$ cat config.mk
export PLATFORM = sky130hd
export DESIGN_NAME = trees_dma_chunked_ctrl
export DESIGN_NICKNAME = d
export VERILOG_FILES = /design/src/rtl/trees_dma_chunked_ctrl_pkg.sv /design/src/rtl/trees_dma_chunked_ctrl_len_calc.sv /design/src/rtl/trees_dma_chunked_ctrl.sv
export SDC_FILE = /design/constraint.sdc
export NUM_CORES = 1
export LEC_CHECK = 0
export CORE_AREA = 4 4 245 247
export CTS_BUF_LIST = sky130_fd_sc_hd__clkbuf_4
export CTS_CLUSTER_DIAMETER = 30
export DETAILED_ROUTE_END_ITERATION = 10
export DIE_AREA = 0 0 249 251
export GPL_TIMING_DRIVEN = 0
export HOLD_SLACK_MARGIN = 0.08
export PLACE_DENSITY = 0.63
export SLEW_MARGIN = 0
export SYNTH_ARGS = -nofsm -noshare
export SYNTH_HDL_FRONTEND = slang
export SYNTH_SLANG_ARGS = --single-unit
$ cat constraint.sdc
create_clock -name clk -period 6.9 [get_ports clk]
set_clock_uncertainty 0.05 [all_clocks]
set_input_delay 1.035 -clock clk [delete_from_list [all_inputs] [get_ports clk]]
set_output_delay 1.035 -clock clk [all_outputs]
set_load 0.01 [all_outputs]
$ cat src/rtl/trees_dma_chunked_ctrl_pkg.sv
// Shared types and width-derived constants for the chunked tree-ensemble DMA front-end.
package trees_dma_pkg;

  typedef enum logic [2:0] {
    S_IDLE,
    S_RD_REQ,
    S_RD_DATA,
    S_COMPUTE,
    S_WR_REQ,
    S_WR_DATA,
    S_NEXT,
    S_DONE
  } state_e;

  localparam logic [63:0] SIGNATURE_64 = 64'h524F445249474F2E;
  localparam logic [31:0] SIGNATURE_32 = 32'h4749524F;

  function automatic int unsigned fpb(input int unsigned dw);
    return dw / 32;
  endfunction

  function automatic int unsigned ppb(input int unsigned dw);
    return dw / 8;
  endfunction

  function automatic int unsigned tree_bts(input int unsigned dw, input int unsigned nt,
                                           input int unsigned nn);
    return nt * nn * 64 / dw;
  endfunction

  function automatic logic [2:0] dsize(input int unsigned dw);
    return (dw == 64) ? 3'b011 : 3'b010;
  endfunction

  function automatic logic [63:0] signature(input int unsigned dw);
    return (dw == 32) ? {32'h0, SIGNATURE_32} : SIGNATURE_64;
  endfunction

endpackage

$ cat src/rtl/trees_dma_chunked_ctrl_len_calc.sv
// Combinational chunk geometry: samples in the chunk, DMA indices/lengths, and whether more chunks follow.
module trees_dma_len_calc
  import trees_dma_pkg::*;
#(
  parameter int unsigned DMA_WIDTH        = 64,
  parameter int unsigned N_TREES          = 128,
  parameter int unsigned N_NODE_AND_LEAFS = 256,
  parameter int unsigned N_FEATURE        = 32,
  parameter int unsigned CHUNK_LEN        = 512
) (
  input  logic        load_trees_i,
  input  logic [31:0] chunk_i,
  input  logic [31:0] burst_len_i,
  input  logic [31:0] rd_offset_i,
  input  logic [31:0] wr_offset_i,
  output logic [31:0] n_samples_o,
  output logic [31:0] rd_index_o,
  output logic [31:0] rd_length_o,
  output logic [31:0] wr_index_o,
  output logic [31:0] wr_length_o,
  output logic        more_o
);

  localparam logic [31:0] CHUNK     = 32'(CHUNK_LEN);
  localparam logic [31:0] FEAT      = 32'(N_FEATURE);
  localparam logic [31:0] FPB_C     = 32'(fpb(DMA_WIDTH));
  localparam logic [31:0] PPB_C     = 32'(ppb(DMA_WIDTH));
  localparam logic [31:0] RD_STRIDE = 32'(CHUNK_LEN * N_FEATURE / fpb(DMA_WIDTH));
  localparam logic [31:0] WR_STRIDE = 32'(CHUNK_LEN / ppb(DMA_WIDTH));
  localparam logic [31:0] TREE_LEN  = 32'(tree_bts(DMA_WIDTH, N_TREES, N_NODE_AND_LEAFS));

  logic [31:0] base;
  logic [31:0] remaining;
  logic [31:0] n;

  always_comb begin
    base      = chunk_i * CHUNK;
    remaining = burst_len_i - base;
    n         = (remaining < CHUNK) ? remaining : CHUNK;
  end

  assign n_samples_o = n;
  // Tree loading is a single transfer, so it never advances by chunk.
  assign rd_index_o  = load_trees_i ? rd_offset_i : rd_offset_i + chunk_i * RD_STRIDE;
  assign rd_length_o = load_trees_i ? TREE_LEN : (n * FEAT + FPB_C - 32'd1) / FPB_C;
  assign wr_index_o  = load_trees_i ? wr_offset_i : wr_offset_i + chunk_i * WR_STRIDE;
  assign wr_length_o = load_trees_i ? 32'd1 : (n + PPB_C - 32'd1) / PPB_C;
  assign more_o      = !load_trees_i && ((base + CHUNK) < burst_len_i);

endmodule

$ cat src/rtl/trees_dma_chunked_ctrl.sv
// DMA front-end that splits an inference burst into read/compute/write chunks, or streams the model in tree-load mode.
module trees_dma_chunked_ctrl
  import trees_dma_pkg::*;
#(
  parameter int unsigned DMA_WIDTH        = 64,
  parameter int unsigned N_TREES          = 128,
  parameter int unsigned N_NODE_AND_LEAFS = 256,
  parameter int unsigned N_FEATURE        = 32,
  parameter int unsigned CHUNK_LEN        = 512
) (
  input  logic                 clk,
  input  logic                 rst,
  input  logic [31:0]          conf_info_load_trees,
  input  logic [31:0]          conf_info_burst_len,
  input  logic [31:0]          conf_info_rd_offset,
  input  logic [31:0]          conf_info_wr_offset,
  input  logic                 conf_done,
  output logic                 acc_done,
  input  logic                 dma_read_ctrl_ready,
  output logic                 dma_read_ctrl_valid,
  output logic [31:0]          dma_read_ctrl_data_index,
  output logic [31:0]          dma_read_ctrl_data_length,
  output logic [2:0]           dma_read_ctrl_data_size,
  output logic [5:0]           dma_read_ctrl_data_user,
  output logic                 dma_read_chnl_ready,
  input  logic                 dma_read_chnl_valid,
  input  logic [DMA_WIDTH-1:0] dma_read_chnl_data,
  input  logic                 dma_write_ctrl_ready,
  output logic                 dma_write_ctrl_valid,
  output logic [31:0]          dma_write_ctrl_data_index,
  output logic [31:0]          dma_write_ctrl_data_length,
  output logic [2:0]           dma_write_ctrl_data_size,
  output logic [5:0]           dma_write_ctrl_data_user,
  input  logic                 dma_write_chnl_ready,
  output logic                 dma_write_chnl_valid,
  output logic [DMA_WIDTH-1:0] dma_write_chnl_data,
  output logic                 core_load_trees,
  output logic                 core_load_features,
  output logic [31:0]          core_addr,
  output logic [DMA_WIDTH-1:0] core_wdata,
  output logic                 core_start,
  output logic [31:0]          core_n_samples,
  input  logic                 core_done,
  output logic [31:0]          core_pred_addr,
  input  logic [DMA_WIDTH-1:0] core_pred_data
);

  localparam logic [2:0]           DSIZE    = dsize(DMA_WIDTH);
  localparam logic [63:0]          SIG_FULL = signature(DMA_WIDTH);
  localparam logic [DMA_WIDTH-1:0] SIG      = SIG_FULL[DMA_WIDTH-1:0];

  state_e      state_q, state_d;
  logic        load_q, load_d;
  logic [31:0] burst_q, burst_d, rd_off_q, rd_off_d, wr_off_q, wr_off_d;
  logic [31:0] chunk_q, chunk_d, rd_ptr_q, rd_ptr_d, wr_ptr_q, wr_ptr_d;
  logic        core_start_q, core_start_d, acc_done_q, acc_done_d;

  logic [31:0] n_samples, rd_index, rd_len, wr_index, wr_len;
  logic        more, rd_beat, rd_last, wr_beat, wr_last;
  logic        unused_load_bits;

  assign unused_load_bits = ^conf_info_load_trees[31:1];

  trees_dma_len_calc #(
    .DMA_WIDTH       (DMA_WIDTH),
    .N_TREES         (N_TREES),
    .N_NODE_AND_LEAFS(N_NODE_AND_LEAFS),
    .N_FEATURE       (N_FEATURE),
    .CHUNK_LEN       (CHUNK_LEN)
  ) u_len_calc (
    .load_trees_i(load_q),
    .chunk_i     (chunk_q),
    .burst_len_i (burst_q),
    .rd_offset_i (rd_off_q),
    .wr_offset_i (wr_off_q),
    .n_samples_o (n_samples),
    .rd_index_o  (rd_index),
    .rd_length_o (rd_len),
    .wr_index_o  (wr_index),
    .wr_length_o (wr_len),
    .more_o      (more)
  );

  // Read channel ready is held for the whole of RD_DATA, so valid alone marks a beat.
  assign rd_beat = (state_q == S_RD_DATA) && dma_read_chnl_valid;
  assign rd_last = rd_beat && (rd_ptr_q == rd_len - 32'd1);
  assign wr_beat = (state_q == S_WR_DATA) && dma_write_chnl_ready;
  assign wr_last = wr_beat && (wr_ptr_q == wr_len - 32'd1);

  always_ff @(posedge clk or negedge rst) begin
    if (!rst) state_q <= S_IDLE;
    else      state_q <= state_d;
  end

  always_comb begin
    state_d = state_q;
    case (state_q)
      S_IDLE:    if (conf_done)
                   state_d = (!conf_info_load_trees[0] && conf_info_burst_len == 32'd0) ? S_DONE : S_RD_REQ;
      S_RD_REQ:  if (dma_read_ctrl_ready) state_d = S_RD_DATA;
      S_RD_DATA: if (rd_last) state_d = load_q ? S_WR_REQ : S_COMPUTE;
      S_COMPUTE: if (core_done) state_d = S_WR_REQ;
      S_WR_REQ:  if (dma_write_ctrl_ready) state_d = S_WR_DATA;
      S_WR_DATA: if (wr_last) state_d = S_NEXT;
      S_NEXT:    state_d = more ? S_RD_REQ : S_DONE;
      S_DONE:    state_d = S_IDLE;
      default:   state_d = S_IDLE;
    endcase
  end

  always_comb begin
    dma_read_ctrl_valid        = 1'b0;
    dma_read_ctrl_data_index   = '0;
    dma_read_ctrl_data_length  = '0;
    dma_read_ctrl_data_size    = '0;
    dma_read_ctrl_data_user    = '0;
    dma_read_chnl_ready        = 1'b0;
    dma_write_ctrl_valid       = 1'b0;
    dma_write_ctrl_data_index  = '0;
    dma_write_ctrl_data_length = '0;
    dma_write_ctrl_data_size   = '0;
    dma_write_ctrl_data_user   = '0;
    dma_write_chnl_valid       = 1'b0;
    dma_write_chnl_data        = '0;
    core_load_trees            = 1'b0;
    core_load_features         = 1'b0;
    case (state_q)
      S_RD_REQ: begin
        dma_read_ctrl_valid       = 1'b1;
        dma_read_ctrl_data_index  = rd_index;
        dma_read_ctrl_data_length = rd_len;
        dma_read_ctrl_data_size   = DSIZE;
      end
      S_RD_DATA: begin
        dma_read_chnl_ready = 1'b1;
        core_load_trees     = load_q && dma_read_chnl_valid;
        core_load_features  = !load_q && dma_read_chnl_valid;
      end
      S_WR_REQ: begin
        dma_write_ctrl_valid       = 1'b1;
        dma_write_ctrl_data_index  = wr_index;
        dma_write_ctrl_data_length = wr_len;
        dma_write_ctrl_data_size   = DSIZE;
      end
      S_WR_DATA: begin
        dma_write_chnl_valid = (wr_ptr_q < wr_len);
        dma_write_chnl_data  = load_q ? SIG : core_pred_data;
      end
      default: ;
    endcase
  end

  always_comb begin
    load_d       = load_q;
    burst_d      = burst_q;
    rd_off_d     = rd_off_q;
    wr_off_d     = wr_off_q;
    chunk_d      = chunk_q;
    rd_ptr_d     = rd_ptr_q;
    wr_ptr_d     = wr_ptr_q;
    core_start_d = rd_last && !load_q;
    acc_done_d   = (state_q == S_DONE);
    if (state_q == S_IDLE && conf_done) begin
      load_d   = conf_info_load_trees[0];
      burst_d  = conf_info_burst_len;
      rd_off_d = conf_info_rd_offset;
      wr_off_d = conf_info_wr_offset;
      chunk_d  = '0;
    end
    if (state_q == S_NEXT) chunk_d = chunk_q + 32'd1;
    if (rd_last)      rd_ptr_d = '0;
    else if (rd_beat) rd_ptr_d = rd_ptr_q + 32'd1;
    if (wr_last)      wr_ptr_d = '0;
    else if (wr_beat) wr_ptr_d = wr_ptr_q + 32'd1;
  end

  always_ff @(posedge clk or negedge rst) begin
    if (!rst) begin
      load_q       <= 1'b0;
      burst_q      <= '0;
      rd_off_q     <= '0;
      wr_off_q     <= '0;
      chunk_q      <= '0;
      rd_ptr_q     <= '0;
      wr_ptr_q     <= '0;
      core_start_q <= 1'b0;
      acc_done_q   <= 1'b0;
    end else begin
      load_q       <= load_d;
      burst_q      <= burst_d;
      rd_off_q     <= rd_off_d;
      wr_off_q     <= wr_off_d;
      chunk_q      <= chunk_d;
      rd_ptr_q     <= rd_ptr_d;
      wr_ptr_q     <= wr_ptr_d;
      core_start_q <= core_start_d;
      acc_done_q   <= acc_done_d;
    end
  end

  assign acc_done       = acc_done_q;
  assign core_start     = core_start_q;
  assign core_addr      = rd_ptr_q;
  assign core_wdata     = dma_read_chnl_data;
  assign core_n_samples = n_samples;
  assign core_pred_addr = wr_ptr_q;

endmodule
==> impl_metrics.tcl, run 1 <==
set metrics [dict create \
    status "finished, violations left" \
    violations "setup timing" \
    p_leak_nw 10.9 \
    rsz0062_at_grt "yes" \
    cp-start-kind "flop" \
    cp_slowest_cell "or4_4" \
    avgSynthCellArea_um2 7.51 \
    synth_commonest_cells "nand2_1 (400), nor2_1 (260), dfrtp_1 (192)" \
    syn_inst 2253 \
    vias 17927 \
    synth_edf_count 0 \
    regToRegSetupSlack_ns 0.26 \
    path_delay_family "compound AO/OA/AOI/OAI gates" \
    setup.worst_path.end_class "output port" \
    yosys_warnings 0 \
    first_global_vias 17239 \
    hold_path.class "flop to flop" \
    h-tree-depth 4 \
    synth-seq-area-share 0.284 \
    clock-root-buffer "clkbuf_4" \
    final_area_um2 23800 \
    cp.arrival_ns 6.59 \
    drt_iter0_drc 1552 \
    synth_area_leaders "dfrtp_1 (28%), ha_1 (9.0%), nand2_1 (8.9%), buf_4 (6.8%), nor2_1 (5.8%)" \
    wl_mm 70.2 \
    setup_viol 1 \
    crit_fanout 4 \
    grt_pass1_wl_mm 104 \
    dp_hpwl_mm 56.5 \
    die_width_um 249 \
    drc 0 \
    synth_top_area_share 0.284 \
    synthFlopType "dfrtp_1" \
    cts_tree "done" \
    synth.distinct_cells 77 \
    wl_met2_mm 32.5 \
    p_total_mw 6.50 \
    max_freq_ghz 0.130 \
    clock-sinks 192 \
    core_region_area_um2 57600 \
    via_per_inst 4.91 \
    num-nets-final 3254 \
    max_stage_delay_ns 0.51 \
    yosysMostFrequentCell "nand2_1" \
    wl_per_cell_um 19.3 \
    clk_latency_ns 0.79 \
    tightest_slew_ns 0.924 \
    synth_top_cell_by_area "dfrtp_1" \
    fin_cells 3649 \
    wl_met1_mm 30.3 \
    cts_buffers 17 \
    setup_slack_ns -0.770 \
    grt_max_degree 105 \
    antenna_left 0 \
    final_core_util 0.413 \
    met3_length_mm 5.60 \
    place_ws_ns -1.86 \
    syn_area_um2 16900 \
    start_util 0.294 \
    ys_async_sr_fraction 1.00 \
    port_buffers 464 \
    grt_usage 0.216 \
    area_growth_syn_to_layout_pct 40.5 \
    p_per_area_nw_per_um2 273 \
    io_pins 642 \
    crit_buf_inv 4 \
    clock_path_buffers 2 \
    dieArea_um2 62500 \
    final.period_utilization 1.11 \
    dp_cells 3586 \
    crit_type "flop to output port" \
    drive_gt1_frac 0.106 \
    drv_cap 0 \
    antenna_found_initial 7 \
    fp.dieH_um 251 \
    maxUsedRoutingLayer "met5" \
    ys_ff_latch 192 \
    gp_congestion 0.942 \
    clk_pin_slew_ns 0.21 \
    hold_viol_final 0 \
    cp_common_cell "o21a_1" \
    rows 88 \
    finalCriticalPeriod_ns 7.67 \
    dr.pass1.iters 6 \
    grt.overflow.total 0 \
    cp.required_ns 5.81 \
    vdd_drop_max_v 0.000156 \
    slew_headroom 0.384 \
    place_area_um2 23000 \
    drv_slew 0 \
]
[metal layers]
layer | GRT usage | up-vias
met5 | 0 | -
met4 | 0.0622 | 6
li1 | - | 8734
met2 | 0.351 | 703
met1 | 0.281 | 8382
met3 | 0.0599 | 102
[power by group]
part           leakage [nW]  internal [mW]  switching, mW
clock                 0.171          0.181          0.534
combinational          8.23           1.64           2.45
sequential             2.47           1.42          0.274
total                  10.9           3.24           3.25
[final timing paths]
check                            startpoint                    to  depth (start not counted)
worst min-delay path            rd_off_q[2]           rd_off_q[2]                          2
worst max-delay path             chunk_q[0]  dma_write_chnl_valid                         28
max in group asynchronous               rst          core_addr[0]                          4
worst max register to register   chunk_q[0]          core_addr[0]                         31
min in group asynchronous               rst          rd_off_q[15]                          2
worst min register to register  rd_off_q[2]           rd_off_q[2]                          2
[through the flow]
step                      setup TNS, ns  hold WS [ns]
after CTS                        -0.847         0.447
final                            -0.770         0.448
after global routing              -1.83         0.475
after detailed placement         -25.35         0.405
after global placement          -791.23         0.400
after floorplan                       0         0.387
[tightest hold or removal path: cells and delay by family (launching register included)]
family / cells / cell delay (ns)
flops: 1 / 0.37
simple gates: 2 / 0.11
[cell families after synthesis]
logic type,count (synthesis),share of synthesized area
buf+inv,355,0.114
compound gates,402,0.150
xor+xnor,141,0.0730
other cells,2,0.000444
fa+ha+maj,125,0.0938
mux,10,0.00621
flops,192,0.284
simple gates,1026,0.278
[timing repair]
action | in CTS | in global routing
hold endpoints to repair | 26 | 0
gates resized for setup | 62 | 24
hold buffers | 1 | 0
pin swaps | 18 | 2
cloned | 0 | 0
setup endpoints to repair | 78 | 36
setup buffers | 26 | 1
[registers in the layout, summed over array words and instances, names as in the netlist]
| register | cells |
|---|---|
| acc_done | 1 |
| burst_q | 32 |
| chunk_q | 26 |
| core_addr | 32 |
| core_pred_addr | 32 |
| core_start | 1 |
| load_q | 1 |
| rd_off_q | 32 |
| state_q | 3 |
| wr_off_q | 32 |
[area by class of cell]
class,instances,area [µm²]
Tap cell,765,957
Clock inverter,15,206
Multi-Input combinational cell,1808,10800
Fill cell,6030,33800
Inverter,91,345
Timing Repair Buffer,494,4920
Sequential cell,192,4830
Clock buffer,17,128
Buffer,261,1610
Antenna cell,6,15.0
[cells in the final DEF, fill, tap and decap left out, types with 14 or more instances in the layout]
cell type        netlist  layout
o21a_1                20      20
nor3_1                39      37
nand4_1               33      33
nand2b_1              15      15
dfrtp_2                0      19
ha_1                 122     118
buf_4                154     180
nand3_1               64      63
clkbuf_1              91      83
and2_1                18      18
o211ai_1              14      14
a21o_1                24      24
or3_1                 17      17
clkdlybuf4s50_1        0     462
inv_1                 91      87
xnor2_1               90      90
xor2_1                51      50
nor4_1                29      25
clkbuf_4               0      18
dfrtp_1              192     173
nor2_1               260     256
a21oi_1              111     109
o21ai_0              112     107
and3_1               100     100
nand2_1              400     399
conb_1                 2     104
nor2b_1               16      16
(Power assumes the default switching activity.)
==> run 2, diff against run 1 <==
RECOVER_POWER = 100   (was default)
==> run 2 against run 1 <==
  * The run ends with capacitance limit, slew limit, setup timing left
  * Total power is 1.1% lower
  * Routed wire length is 0.10% lower
  * Cell count stayed put
  * Worst hold slack better by 0.0031 ns
  * Register-to-register slack worse by 0.22 ns
  * Global-route usage stayed put
  * Sequential power hardly changed
  * Sequential share of layout area is 0.10 points higher
  * Non-clock buffer count stayed put
  * Flip-flop and latch count stayed put
  * Fmax is 0.35% lower
  * Via count is 0.33% lower
  * Critical endpoint unchanged
==> impl_metrics.tcl, run 2 (synthesized netlist as in run 1, its figures left out) <==
set metrics [dict create \
    status "finished, violations left" \
    violations "capacitance limit, slew limit, setup timing" \
    fin_cells 3649 \
    core_region_area_um2 57600 \
    gp_congestion 0.942 \
    via_per_inst 4.90 \
    slew_headroom -0.877 \
    cp_common_cell "o21a_1" \
    wl_per_cell_um 19.2 \
    final.period_utilization 1.12 \
    clk_pin_slew_ns 0.21 \
    start_util 0.294 \
    area_growth_syn_to_layout_pct 39.8 \
    clock-sinks 192 \
    setup.worst_path.end_class "output port" \
    final_core_util 0.411 \
    pwr-share-seq 0.264 \
    dp_cells 3586 \
    layout_common_cells "nand2_1 (399), dlygate4sd3_1 (262), nor2_1 (256)" \
    cp.required_ns 5.81 \
    layout_commonest_cell "nand2_1" \
    num-nets-final 3254 \
    cp-start-kind "flop" \
    drv_slew 169 \
    nFillCells 6047 \
    hp-start "rd_off_q[2]" \
    grt.overflow.total 0 \
    vdd_drop_max_v 0.000159 \
    grt_usage 0.216 \
    drc 0 \
    dr.pass1.iters 6 \
    grt_pass1_wl_mm 104 \
    io_pins 642 \
    fin_setup_tns_ns -2.19 \
    tightest_slew_ns 2.82 \
    clock_path_buffers 2 \
    h-tree-depth 4 \
    p_clk_frac 0.112 \
    drv_cap 2 \
    crit_fanout 4 \
    regToRegSetupSlack_ns 0.04 \
    dieArea_um2 62500 \
    clk_latency_ns 0.80 \
    first_global_vias 17239 \
    rsz0062_at_grt "yes" \
    hold_viol_final 0 \
    grt_max_degree 105 \
    p_per_area_nw_per_um2 272 \
    antenna_found_initial 7 \
    multiInputGateArea_um2 10700 \
    cp.arrival_ns 6.61 \
    swShare 0.505 \
    port_buffers 464 \
    max_stage_delay_ns 0.51 \
    drive_gt1_frac 0.102 \
    regArea_um2 4830 \
    reg2reg_to "core_addr[0]" \
    setup_viol 7 \
    rr_worst_depth 29 \
    antenna_left 0 \
    power.share.combinational 0.625 \
    place_area_um2 23000 \
    cts_tree "done" \
    min_path_cells 2 \
    startpoint "chunk_q[0]" \
    cts_buffers 17 \
    dp_hpwl_mm 56.5 \
    p_int_mw 3.18 \
    finalCriticalPeriod_ns 7.70 \
    final_area_um2 23700 \
    die_width_um 249 \
    hold_path.class "flop to flop" \
    crit_type "flop to output port" \
    drt_iter0_drc 1595 \
    reg2reg_from "chunk_q[5]" \
    cp_slowest_cell "or4_4" \
    min_to "rd_off_q[2]" \
    wl_mm 70.2 \
    switchingPower_mw 3.24 \
    vias 17868 \
    max_freq_ghz 0.130 \
    p_leak_nw 11.5 \
    fp.dieH_um 251 \
    rows 88 \
    setup_slack_ns -0.797 \
    clock-root-buffer "clkbuf_4" \
]
==> run 2: cell types whose count changed in the layout (fill, tap and decap cells not counted), moves of 4 or more <==
cell / change
and2_0: +9
and2_1: -9
buf_1: -6
buf_4: -10
clkbuf_1: +11
clkbuf_2: +4
clkbuf_4: +4
clkdlybuf4s50_1: -261
dlygate4sd3_1: +261
==> run 2: stage by stage <==
stage	hold WS [ns]	total power, mW	worst slack [ns]
CTS	0.447	6.46	-0.847
floorplan	0.387	4.16	0.0198
detailed placement	0.405	5.59	-1.86
global route	0.475	6.96	-1.17
finish	0.451	6.42	-0.797
global placement	0.400	5.56	-4.02
==> run 2: critical path, delay by kind of cell (launching register included) <==
kind	cells	cell delay, ns
AOI/OAI and AO/OA	13	2.27
and+or+nand+nor	7	1.64
adders and majority gates	3	0.74
buffers and inverters	4	0.52
DFF	1	0.48
xor gates and xnor gates	1	0.15
==> run 2: power by group through the flow <==
stage          clock network [mW]  logic [mW]  registers, mW
3_3_place_gp                    0        3.85           1.71
6_report                    0.718        4.01           1.69
5_1_grt                     0.786        4.44           1.73
3_5_place_dp                    0        3.88           1.72
2_1_floorplan                   0        2.55           1.62
4_1_cts                     0.747        4.02           1.69
==> run 2: area by class of cell <==
type	count	area share
clock buffers	17	0.00539
clock inverters	15	0.00873
diodes	6	0.000635
repair buffers	494	0.205
multi-input cells	1808	0.454
inverters	91	0.0146
well taps	765	0.0405
flip-flops and latches	192	0.204
plain buffers	261	0.0675
==> run 2: routing by layer <==
layer	share of wire	up-vias	track usage
met2	0.46	668	0.351
met5	0.00046	-	0
li1	-	8733	-
met4	0.025	6	0.0622
met1	0.43	8371	0.281
met3	0.077	90	0.0599
==> run 2: how the worst max path moves through the flow <==
stage	end	slack [ns]
floorplan	dma_write_chnl_valid	0.02
global placement	core_addr[0]	-4.02
detailed placement	dma_write_chnl_valid	-1.86
CTS	dma_write_chnl_valid	-0.85
global route	dma_write_chnl_valid	-1.17
finish	dma_write_chnl_valid	-0.80
==> run 2: what timing repair did <==
action,4_1_cts,5_1_grt
pin swaps,18,2
setup endpoints to repair,78,36
hold buffers,1,0
buffers inserted,26,1
resized for setup,62,24
hold endpoints to repair,26,0
